`src/rtl/vlogic_pkg.sv`:
```
// Shared opcodes, latency default and ID-pipe entry type for the vector-logic issue arbiter.
// Optional statistics outputs are enabled in the top by defining VLOGIC_ARB_STATS_EN.
package vlogic_pkg;

  localparam logic [1:0] OP_AND = 2'b01;
  localparam logic [1:0] OP_OR  = 2'b10;
  localparam logic [1:0] OP_XOR = 2'b11;

  localparam int unsigned DEF_UNIT_LATENCY = 6;

  // Sized for the largest supported requester count (8).
  localparam int unsigned ID_MAX_W = 3;

  typedef struct packed {
    logic                valid;
    logic [ID_MAX_W-1:0] id;
  } id_entry_t;

endpackage

```
`src/rtl/vlogic_rr_pick.sv`:
```
// Combinational round-robin picker: first eligible requester searching upward from ptr+1.
module vlogic_rr_pick
  import vlogic_pkg::*;
#(
  parameter int unsigned NUM_REQ = 2,
  localparam int unsigned IDX_W  = (NUM_REQ > 1) ? $clog2(NUM_REQ) : 1
) (
  input  logic [NUM_REQ-1:0] elig,
  input  logic [IDX_W-1:0]   ptr,
  output logic [NUM_REQ-1:0] grant,
  output logic [IDX_W-1:0]   grant_idx,
  output logic               any
);

  int unsigned cand;

  always_comb begin
    grant     = '0;
    grant_idx = '0;
    any       = 1'b0;
    cand      = 0;
    for (int unsigned k = 1; k <= NUM_REQ; k++) begin
      cand = (32'(ptr) + k) % NUM_REQ;
      if (!any && elig[IDX_W'(cand)]) begin
        any                    = 1'b1;
        grant[IDX_W'(cand)]    = 1'b1;
        grant_idx              = IDX_W'(cand);
      end
    end
  end

endmodule

```
`src/rtl/vlogic_issue_arb.sv`:
```
// Round-robin issue arbiter in front of a fixed-latency, non-stalling vector logic unit.
// Define VLOGIC_ARB_STATS_EN to add grant_cnt / busy_cycles statistics outputs.
module vlogic_issue_arb
  import vlogic_pkg::*;
#(
  parameter int unsigned NUM_REQ        = 2,
  parameter int unsigned REQ_DATA_WIDTH = 64,
  parameter int unsigned REQ_ADDR_WIDTH = 32,
  parameter int unsigned OPSEL_WIDTH    = 2,
  parameter int unsigned UNIT_LATENCY   = DEF_UNIT_LATENCY,
  parameter int unsigned MAX_OUT        = 4
) (
  input  logic                                  clk,
  input  logic                                  rst,
  input  logic [NUM_REQ-1:0]                    req_valid,
  output logic [NUM_REQ-1:0]                    req_ready,
  input  logic [NUM_REQ*REQ_DATA_WIDTH-1:0]     req_vec0,
  input  logic [NUM_REQ*REQ_DATA_WIDTH-1:0]     req_vec1,
  input  logic [NUM_REQ*REQ_ADDR_WIDTH-1:0]     req_addr,
  input  logic [NUM_REQ*OPSEL_WIDTH-1:0]        req_opSel,
  input  logic [NUM_REQ-1:0]                    req_sca,
  input  logic [NUM_REQ-1:0]                    req_w_reg,
  output logic                                  unit_in_valid,
  output logic [REQ_DATA_WIDTH-1:0]             unit_in_vec0,
  output logic [REQ_DATA_WIDTH-1:0]             unit_in_vec1,
  output logic [REQ_ADDR_WIDTH-1:0]             unit_in_addr,
  output logic [OPSEL_WIDTH-1:0]                unit_in_opSel,
  output logic                                  unit_in_sca,
  output logic                                  unit_in_w_reg,
  input  logic                                  unit_out_valid,
  input  logic [REQ_DATA_WIDTH-1:0]             unit_out_vec,
  input  logic [REQ_ADDR_WIDTH-1:0]             unit_out_addr,
  input  logic                                  unit_out_sca,
  input  logic                                  unit_out_w_reg,
  output logic [NUM_REQ-1:0]                    resp_valid,
  output logic [REQ_DATA_WIDTH-1:0]             resp_vec,
  output logic [REQ_ADDR_WIDTH-1:0]             resp_addr,
  output logic                                  resp_sca,
  output logic                                  resp_w_reg,
  output logic                                  align_err
`ifdef VLOGIC_ARB_STATS_EN
  ,
  output logic [NUM_REQ*32-1:0]                 grant_cnt,
  output logic [31:0]                           busy_cycles
`endif
);

  localparam int unsigned IDX_W = (NUM_REQ > 1) ? $clog2(NUM_REQ) : 1;
  localparam int unsigned CNT_W = $clog2(MAX_OUT + 1);

  logic [NUM_REQ-1:0]            elig;
  logic [NUM_REQ-1:0]            grant;
  logic [IDX_W-1:0]              grant_idx;
  logic                          grant_any;

  logic [IDX_W-1:0]              ptr_q, ptr_d;
  logic [NUM_REQ-1:0][CNT_W-1:0] cnt_q, cnt_d;
  id_entry_t [UNIT_LATENCY:0]    pipe_q, pipe_d;
  id_entry_t                     tail;
  logic                          align_err_q, align_err_d;

  logic                          unit_in_valid_q, unit_in_valid_d;
  logic [REQ_DATA_WIDTH-1:0]     unit_in_vec0_q, unit_in_vec0_d;
  logic [REQ_DATA_WIDTH-1:0]     unit_in_vec1_q, unit_in_vec1_d;
  logic [REQ_ADDR_WIDTH-1:0]     unit_in_addr_q, unit_in_addr_d;
  logic [OPSEL_WIDTH-1:0]        unit_in_opsel_q, unit_in_opsel_d;
  logic                          unit_in_sca_q, unit_in_sca_d;
  logic                          unit_in_w_reg_q, unit_in_w_reg_d;

  // Only the registered count gates eligibility; a same-cycle response frees a slot next cycle.
  always_comb begin
    elig = '0;
    for (int i = 0; i < NUM_REQ; i++) begin
      elig[i] = req_valid[i] && (cnt_q[i] < CNT_W'(MAX_OUT));
    end
  end

  vlogic_rr_pick #(
    .NUM_REQ (NUM_REQ)
  ) u_pick (
    .elig      (elig),
    .ptr       (ptr_q),
    .grant     (grant),
    .grant_idx (grant_idx),
    .any       (grant_any)
  );

  assign req_ready = grant;
  assign tail      = pipe_q[UNIT_LATENCY];

  always_comb begin
    resp_valid = '0;
    for (int i = 0; i < NUM_REQ; i++) begin
      resp_valid[i] = tail.valid && unit_out_valid && (tail.id == ID_MAX_W'(i));
    end
  end

  assign resp_vec   = unit_out_vec;
  assign resp_addr  = unit_out_addr;
  assign resp_sca   = unit_out_sca;
  assign resp_w_reg = unit_out_w_reg;

  // Next-state: issue register, pointer, ID pipe, counters, alignment flag.
  always_comb begin
    unit_in_valid_d = grant_any;
    unit_in_vec0_d  = '0;
    unit_in_vec1_d  = '0;
    unit_in_addr_d  = '0;
    unit_in_opsel_d = '0;
    unit_in_sca_d   = 1'b0;
    unit_in_w_reg_d = 1'b0;
    ptr_d           = grant_any ? grant_idx : ptr_q;
    pipe_d          = '0;
    cnt_d           = cnt_q;
    align_err_d     = align_err_q | (tail.valid != unit_out_valid);

    for (int i = 0; i < NUM_REQ; i++) begin
      if (grant[i]) begin
        unit_in_vec0_d  = req_vec0[i*REQ_DATA_WIDTH +: REQ_DATA_WIDTH];
        unit_in_vec1_d  = req_vec1[i*REQ_DATA_WIDTH +: REQ_DATA_WIDTH];
        unit_in_addr_d  = req_addr[i*REQ_ADDR_WIDTH +: REQ_ADDR_WIDTH];
        unit_in_opsel_d = req_opSel[i*OPSEL_WIDTH +: OPSEL_WIDTH];
        unit_in_sca_d   = req_sca[i];
        unit_in_w_reg_d = req_w_reg[i];
      end
    end

    pipe_d[0].valid = grant_any;
    pipe_d[0].id    = ID_MAX_W'(grant_idx);
    for (int k = 1; k <= UNIT_LATENCY; k++) begin
      pipe_d[k] = pipe_q[k-1];
    end

    for (int i = 0; i < NUM_REQ; i++) begin
      if (grant[i] && !resp_valid[i]) begin
        cnt_d[i] = cnt_q[i] + CNT_W'(1);
      end else if (!grant[i] && resp_valid[i]) begin
        cnt_d[i] = cnt_q[i] - CNT_W'(1);
      end
    end
  end

  always_ff @(posedge clk) begin
    if (rst) begin
      ptr_q           <= IDX_W'(NUM_REQ - 1);
      cnt_q           <= '0;
      pipe_q          <= '0;
      align_err_q     <= 1'b0;
      unit_in_valid_q <= 1'b0;
      unit_in_vec0_q  <= '0;
      unit_in_vec1_q  <= '0;
      unit_in_addr_q  <= '0;
      unit_in_opsel_q <= '0;
      unit_in_sca_q   <= 1'b0;
      unit_in_w_reg_q <= 1'b0;
    end else begin
      ptr_q           <= ptr_d;
      cnt_q           <= cnt_d;
      pipe_q          <= pipe_d;
      align_err_q     <= align_err_d;
      unit_in_valid_q <= unit_in_valid_d;
      unit_in_vec0_q  <= unit_in_vec0_d;
      unit_in_vec1_q  <= unit_in_vec1_d;
      unit_in_addr_q  <= unit_in_addr_d;
      unit_in_opsel_q <= unit_in_opsel_d;
      unit_in_sca_q   <= unit_in_sca_d;
      unit_in_w_reg_q <= unit_in_w_reg_d;
    end
  end

  assign unit_in_valid = unit_in_valid_q;
  assign unit_in_vec0  = unit_in_vec0_q;
  assign unit_in_vec1  = unit_in_vec1_q;
  assign unit_in_addr  = unit_in_addr_q;
  assign unit_in_opSel = unit_in_opsel_q;
  assign unit_in_sca   = unit_in_sca_q;
  assign unit_in_w_reg = unit_in_w_reg_q;
  assign align_err     = align_err_q;

`ifdef VLOGIC_ARB_STATS_EN
  logic [NUM_REQ-1:0][31:0] grant_cnt_q, grant_cnt_d;
  logic [31:0]              busy_q, busy_d;

  // Free-running statistics; wrap naturally at 2^32.
  always_comb begin
    grant_cnt_d = grant_cnt_q;
    busy_d      = busy_q + 32'(unit_in_valid_q);
    for (int i = 0; i < NUM_REQ; i++) begin
      grant_cnt_d[i] = grant_cnt_q[i] + 32'(grant[i]);
    end
  end

  always_ff @(posedge clk) begin
    if (rst) begin
      grant_cnt_q <= '0;
      busy_q      <= '0;
    end else begin
      grant_cnt_q <= grant_cnt_d;
      busy_q      <= busy_d;
    end
  end

  assign grant_cnt   = grant_cnt_q;
  assign busy_cycles = busy_q;
`endif

  for (genvar i = 0; i < NUM_REQ; i++) begin : g_cnt_chk
    a_no_overflow: assert property (@(posedge clk) disable iff (rst)
      !(grant[i] && !resp_valid[i] && (cnt_q[i] >= CNT_W'(MAX_OUT))));
    a_no_underflow: assert property (@(posedge clk) disable iff (rst)
      !(resp_valid[i] && !grant[i] && (cnt_q[i] == '0)));
  end

endmodule

```
`config.mk`:
```
export PLATFORM = sky130hd
export DESIGN_NAME = vlogic_issue_arb
export DESIGN_NICKNAME = d
export VERILOG_FILES = /design/src/rtl/vlogic_pkg.sv /design/src/rtl/vlogic_rr_pick.sv /design/src/rtl/vlogic_issue_arb.sv
export SDC_FILE = /design/constraint.sdc
export NUM_CORES = 1
export LEC_CHECK = 0
export BUFFER_PORTS_ARGS = -buffer_cell sky130_fd_sc_hd__buf_4
export CAP_MARGIN = 20
export CELL_PAD_IN_SITES_DETAIL_PLACEMENT = 1
export CELL_PAD_IN_SITES_GLOBAL_PLACEMENT = 1
export CORE_AREA = 4 4 268 270
export DETAILED_ROUTE_END_ITERATION = 12
export DIE_AREA = 0 0 272 274
export MAX_ROUTING_LAYER = met4
export PLACE_DENSITY_LB_ADDON = 0.1
export SLEW_MARGIN = 5
export SYNTH_ARGS = -nofsm -noshare
export SYNTH_HDL_FRONTEND = slang
export SYNTH_SLANG_ARGS = --single-unit
```
`constraint.sdc`:
```
create_clock -name clk -period 2 [get_ports clk]
set_input_delay 0.2 -clock clk [delete_from_list [all_inputs] [get_ports clk]]
set_output_delay 0.2 -clock clk [all_outputs]
set_load 0.05 [all_outputs]
```
==> results.md, run 1 <==
- Req. time, crit path: 2.42 ns
- Drt first pass iters: 4
- Sequential fraction of the synthesis area: 57.0%
- Share of post-route cells with drive strength above 1: 44.0%
- Root buffer cell: clkbuf_16
- Final period util: 96.2%
- Clk_skew: 0.0260 ns
- Clock power share: 28.4%
- FMAX: 520 MHz
- Yosys cell types: 24
- DP HPWL: 31,600 um
- Final setup vio count: 0
- Worst r2r src: cnt_q[5]
- Via density: 3.21
- Net Switching: 4.73 mW
- Post-Syn Area: 6530 um2
- CTS tree: done
- Later-pin clock latency in the skew report: 0.49 ns
- CP startpoint kind: input pin
- Logic pwr share: 36.8%
- Clock transition at the registers of the reported paths: 0.08 ns
- CP max FO: 2
- Reg power frac: 34.8%
- CP endpoint kind: flip-flop
- Setup slack after layout: 0.0757 ns
- Slew Viols, Final: 0
- CTS max path bufs: 2
- Vias in the first global route: 8,261
- Minimum clock period: 1.92 ns
- RSZ-0062 raised after global routing: yes
- HP Class: input pin to flip-flop
- Core Footprint: 69,500 um2
- Total CTS buffers: 17
- Max cap viols: 0
- Total congestion overflow: 0
- PwrDens: 857 nW/um2
- I/O Pins: 699
- P_leak: 6.59 nW
- Outcome: complete, no violations
- DR iter-0 viols: 203
- Die Area: 74,500 um2
- Largest net degree at the start of global routing: 48
- Antenna cell count: 0
- Critical path data arrival time: 2.34 ns
- Placer congestion estimate: 0.749
- WS Path Type: input pin to flip-flop
- Avg Cell Area, Syn: 12.2 um2
- Die H: 274 um
- #FFs+latches synth: 186
- Final Hold Vio Count: 0
- Cells after Synth: 537
- Worst slew pin tran: 0.384 ns
- Switching Fraction: 37.7%
- Maximum VDD drop: 0.445 mV
- Gr usage total: 11.2%
- Critical Path Source: req_valid[0]
- Htree depth: 4
- Antenna Nets Post-Route: 0
- Max-Slew Margin vs Limit: 74.4%
- Most frequent cells in the layout: 511 x buf_4, 329 x dlygate4sd3_1, 185 x dfxtp_1
- Initial Util: 9.39%
- Post-Route Setup TNS: 0 ns
- Total power: 12.5 mW
- Hold Crit Start: unit_out_valid
- Port buffer count: 502
- Drc violations: 0
- Layout area overhead: 124%
- Fillers: 7,993
- CTS sink count: 186
- Yosys warns: 0
- Nets: 1,705
- Total vias in the final route: 7,139
- Global-route wire length before repair: 58,500 um
- Die width: 272 um
- Commonest non-fill, non-tap cell in the layout: buf_4
- Total Routed Length: 42,000 um
- Antenna violations before repair: 0
- Routed length per instance: 18.9 um
- Int Power: 7.81 mW
- Synthesized net count: 973
- FP Rows: 97
- Post-CTS sizing: 0
- Post-Place Setup Slack: 0.0957 ns
-- layer usage --
metal | track usage (%) | share of wire, %
met1 | 10.9 | 36
met5 | - | 0
met3 | 7.08 | 14
met2 | 18.3 | 48
met4 | 3.93 | 2.3
-- power by group through the flow --
stage	Sequential, mW	Combinational (mW)	Clock, mW
after floorplan	6.00	1.40	0
after global placement	4.46	4.14	0
after detailed placement	4.46	4.12	0
after CTS	4.38	4.69	3.85
after global routing	4.43	4.89	3.94
final	4.37	4.62	3.56
-- synth_stat cells (all sizes together) --
library cell | n | area [um2]
dfxtp | 186 | 3720
a22o | 164 | 1440
buf | 134 | 996
nor2b | 12 | 75.1
nor2 | 8 | 30.0
inv | 4 | 15.0
xor2 | 4 | 35.0
a21oi | 3 | 15.0
ha | 3 | 37.5
nand2b | 3 | 26.3
clkbuf | 2 | 7.51
fa | 2 | 40.0
mux2i | 2 | 20.0
nor3 | 2 | 15.0
o21ai | 2 | 10.0
or3 | 2 | 12.5
a211o | 1 | 8.76
and3b | 1 | 8.76
nand2 | 1 | 3.75
nor3b | 1 | 12.5
-- cell families (layout without fill, tap and decap cells) --
| kind of cell | after synthesis | in the layout | share of synthesized area [%] |
|---|---|---|---|
| DFF | 186 | 186 | 57.0 |
| muxes | 2 | 2 | 0.307 |
| and+or+nand+nor | 30 | 30 | 2.82 |
| xor gates and xnor gates | 4 | 4 | 0.537 |
| buffers and inverters | 140 | 885 | 15.6 |
| AOI/OAI and AO/OA | 170 | 170 | 22.5 |
| adders and majority gates | 5 | 5 | 1.19 |
-- stage by stage --
stage          hold slack, ns  cells  instance area (um2)  util, %
2_1_floorplan           0.272    537                 6580        -
4_1_cts               0.00585   2220                14600     21.0
6_report               0.0665   2222                14600     21.0
3_3_place_gp            0.400   1859                10700     15.5
5_1_grt                0.0513   2222                14600     21.0
3_5_place_dp            0.400   1859                10700     15.5
-- worst max-delay path, stage by stage --
cell and delay, ns:
dlygate4sd3_1 0.54, buf_4 0.15, and3b_2 0.25, nor2_4 0.12, ha_4 0.14, inv_1 0.05, fa_2 0.33, xor2_1 0.16
or3_1 0.30, a21oi_1 0.11
-- cell type report --
type	count	area, um2	share of cell area, %
sequential	186	3720	25.5
multi-input combinational	211	1840	12.6
clock buffer	18	439	3.00
tap	940	1180	8.04
clock inverter	14	124	0.847
inverter	4	15.0	0.103
timing repair buffer	849	7310	50.0
-- worst paths after layout --
check                                   to  slack [ns]  depth (start not counted)
worst max-delay path              cnt_q[5]        0.08                         10
worst max register to register    cnt_q[5]        0.14                          8
worst min register to register  pipe_d[20]        0.44                          1
worst min-delay path             align_err        0.07                          4
-- timing repair --
| item | CTS | global route |
|---|---|---|
| setup buffers | 0 | 2 |
| hold endpoints to repair | 165 | 0 |
| setup endpoints to repair | 0 | 3 |
| hold buffers | 329 | 0 |
No activity file was read; power rests on OpenSTA's default activity.
==> run 2, diff against run 1 <==
--- a/config.mk
+++ b/config.mk
@@ -10,6 +10,7 @@
 export CELL_PAD_IN_SITES_DETAIL_PLACEMENT = 1
 export CELL_PAD_IN_SITES_GLOBAL_PLACEMENT = 1
 export CORE_AREA = 4 4 268 270
+export CTS_CLUSTER_SIZE = 25
 export DETAILED_ROUTE_END_ITERATION = 12
 export DIE_AREA = 0 0 272 274
 export MAX_ROUTING_LAYER = met4
==> constraint.sdc (replaced) <==
create_clock -name clk -period 1.9 [get_ports clk]
set_input_delay 0.19 -clock clk [delete_from_list [all_inputs] [get_ports clk]]
set_output_delay 0.19 -clock clk [all_outputs]
set_load 0.05 [all_outputs]
==> results.md, run 2 (same netlist as run 1, synthesis figures left out) <==
- Worst slew pin tran: 0.385 ns (+0.000988 ns)
- Drt first pass iters: 4 (unchanged)
- Commonest non-fill, non-tap cell in the layout: buf_4
- CTS max path bufs: 2 (unchanged)
- Later-pin clock latency in the skew report: 0.48 ns (about the same)
- Most frequent cells in the layout: 522 x buf_4, 328 x dlygate4sd3_1, 185 x dfxtp_1
- Max-Slew Margin vs Limit: 74.3% (about the same)
- Die Area: 74,500 um2 (unchanged)
- Placer congestion estimate: 0.728 (-2.8%)
- DR iter-0 viols: 119 (-41%)
- Final Hold Vio Count: 0 (unchanged)
- Total CTS buffers: 17 (unchanged)
- Layout area overhead: 126%
- CP startpoint kind: flip-flop
- Slew Viols, Final: 0 (unchanged)
- Die width: 272 um (unchanged)
- Die H: 274 um (unchanged)
- Critical path data arrival time: 2.26 ns (-0.08 ns)
- Clk_skew: 0.0153 ns (-0.0107 ns)
- Global-route wire length before repair: 56,700 um (-3.0%)
- DP HPWL: 31,900 um (+0.79%)
- FP Rows: 97 (unchanged)
- Total congestion overflow: 0 (unchanged)
- Final setup vio count: 0 (unchanged)
- Htree depth: 4 (unchanged)
- CTS sink count: 186 (unchanged)
- Share of post-route cells with drive strength above 1: 44.7% (+0.66 points)
- Clock transition at the registers of the reported paths: 0.09 ns (about the same)
- HP Class: input pin to flip-flop
- Antenna Nets Post-Route: 0 (unchanged)
- Post-Route Setup TNS: 0 ns (unchanged)
- Req. time, crit path: 2.32 ns (-0.10 ns)
- Drc violations: 0 (unchanged)
- Routed length per instance: 18.4 um (-2.7%)
- Total vias in the final route: 7,209 (+0.98%)
- CTS tree: done
- WS Path Type: flip-flop to flip-flop
- I/O Pins: 699 (unchanged)
- Nets: 1,714 (+0.53%)
- Maximum VDD drop: 0.347 mV (-22%)
- CP max FO: 4 (+2)
- Port buffer count: 502 (unchanged)
- Max cap viols: 0 (unchanged)
- Root buffer cell: clkbuf_16
- Minimum clock period: 1.85 ns
- Final period util: 97.2%
- PwrDens: 910 nW/um2 (+6.2%)
- P_leak: 6.64 nW (+0.76%)
- Final hold slack: 0.0672 ns (+0.000734 ns)
- Initial Util: 9.39% (unchanged)
- Gr usage total: 10.9% (-0.36 points)
- Via density: 3.23 (+0.53%)
- Total Routed Length: 41,100 um (-2.3%)
- Core Footprint: 69,500 um2 (unchanged)
- Vias in the first global route: 8,038 (-2.7%)
- CP endpoint kind: flip-flop
- FMAX: 542 MHz
- Largest net degree at the start of global routing: 59 (+23%)
- RSZ-0062 raised after global routing: yes
- Outcome: complete, no violations
- Antenna violations before repair: 2 (+2)
==> run 2: routing by layer <==
layer | global-route usage, % | part of all wire [%] | vias to the layer above
met2 | 18.3 | 49 | 506
met4 | 3.56 | 2.5 | 0
met5 | - | 0 | -
li1 | - | - | 3324
met1 | 10.3 | 35 | 3319
met3 | 6.76 | 13 | 60
==> run 2: what timing repair did <==
action	CTS	global route
endpoints found under the setup margin	1	2
resized for setup	0	2
buffers inserted	1	1
endpoints found under the hold margin	164	1
hold buffers	327	1
pin swaps	1	1
==> run 2: path summary, 6_finish.rpt <==
path	slack, ns	end	depth (start not counted)	from
worst max-delay path	0.05	cnt_q[5]	8	cnt_q[5]
worst min-delay path	0.07	unit_in_vec1[39]	2	req_vec1[103]
worst max register to register	0.05	cnt_q[5]	8	cnt_q[5]
worst min register to register	0.44	pipe_d[27]	1	pipe_d[23]
==> run 2: stage by stage <==
stage / total power, mW / util, % / setup WS [ns] / area, um2 / cells
finish: 13.4 / 21.2 / 0.0534 / 14700 / 2232
detailed placement: 9.04 / 15.6 / -0.0163 / 10800 / 1869
floorplan: 7.79 / - / -0.136 / 6580 / 537
global route: 14.1 / 21.2 / -0.0347 / 14700 / 2232
global placement: 9.07 / 15.6 / -0.0237 / 10800 / 1869
CTS: 13.8 / 21.1 / 0.00799 / 14700 / 2228
==> run 2: critical path: stages, from the launching register on <==
cell      delay [ns]
dfxtp_1         0.35
nand2b_1        0.20
nor2_4          0.16
ha_4            0.15
inv_2           0.03
fa_2            0.33
xor2_1          0.15
or3_1           0.30
a21oi_1         0.12
==> run 2: cell type report <==
cell class	instances	area, um2
Sequential cell	186	3720
Fill cell	7966	54800
Inverter	4	15.0
Tap cell	940	1180
Clock inverter	14	174
Timing Repair Buffer	858	7360
Multi-Input combinational cell	211	1850
Antenna cell	2	5.00
Clock buffer	17	425
==> run 2: report_power, final <==
group	switching (mW)	internal (mW)
Clock	1.92	2.00
Sequential	0.175	4.42
Combinational	2.83	2.06
Total	4.93	8.47
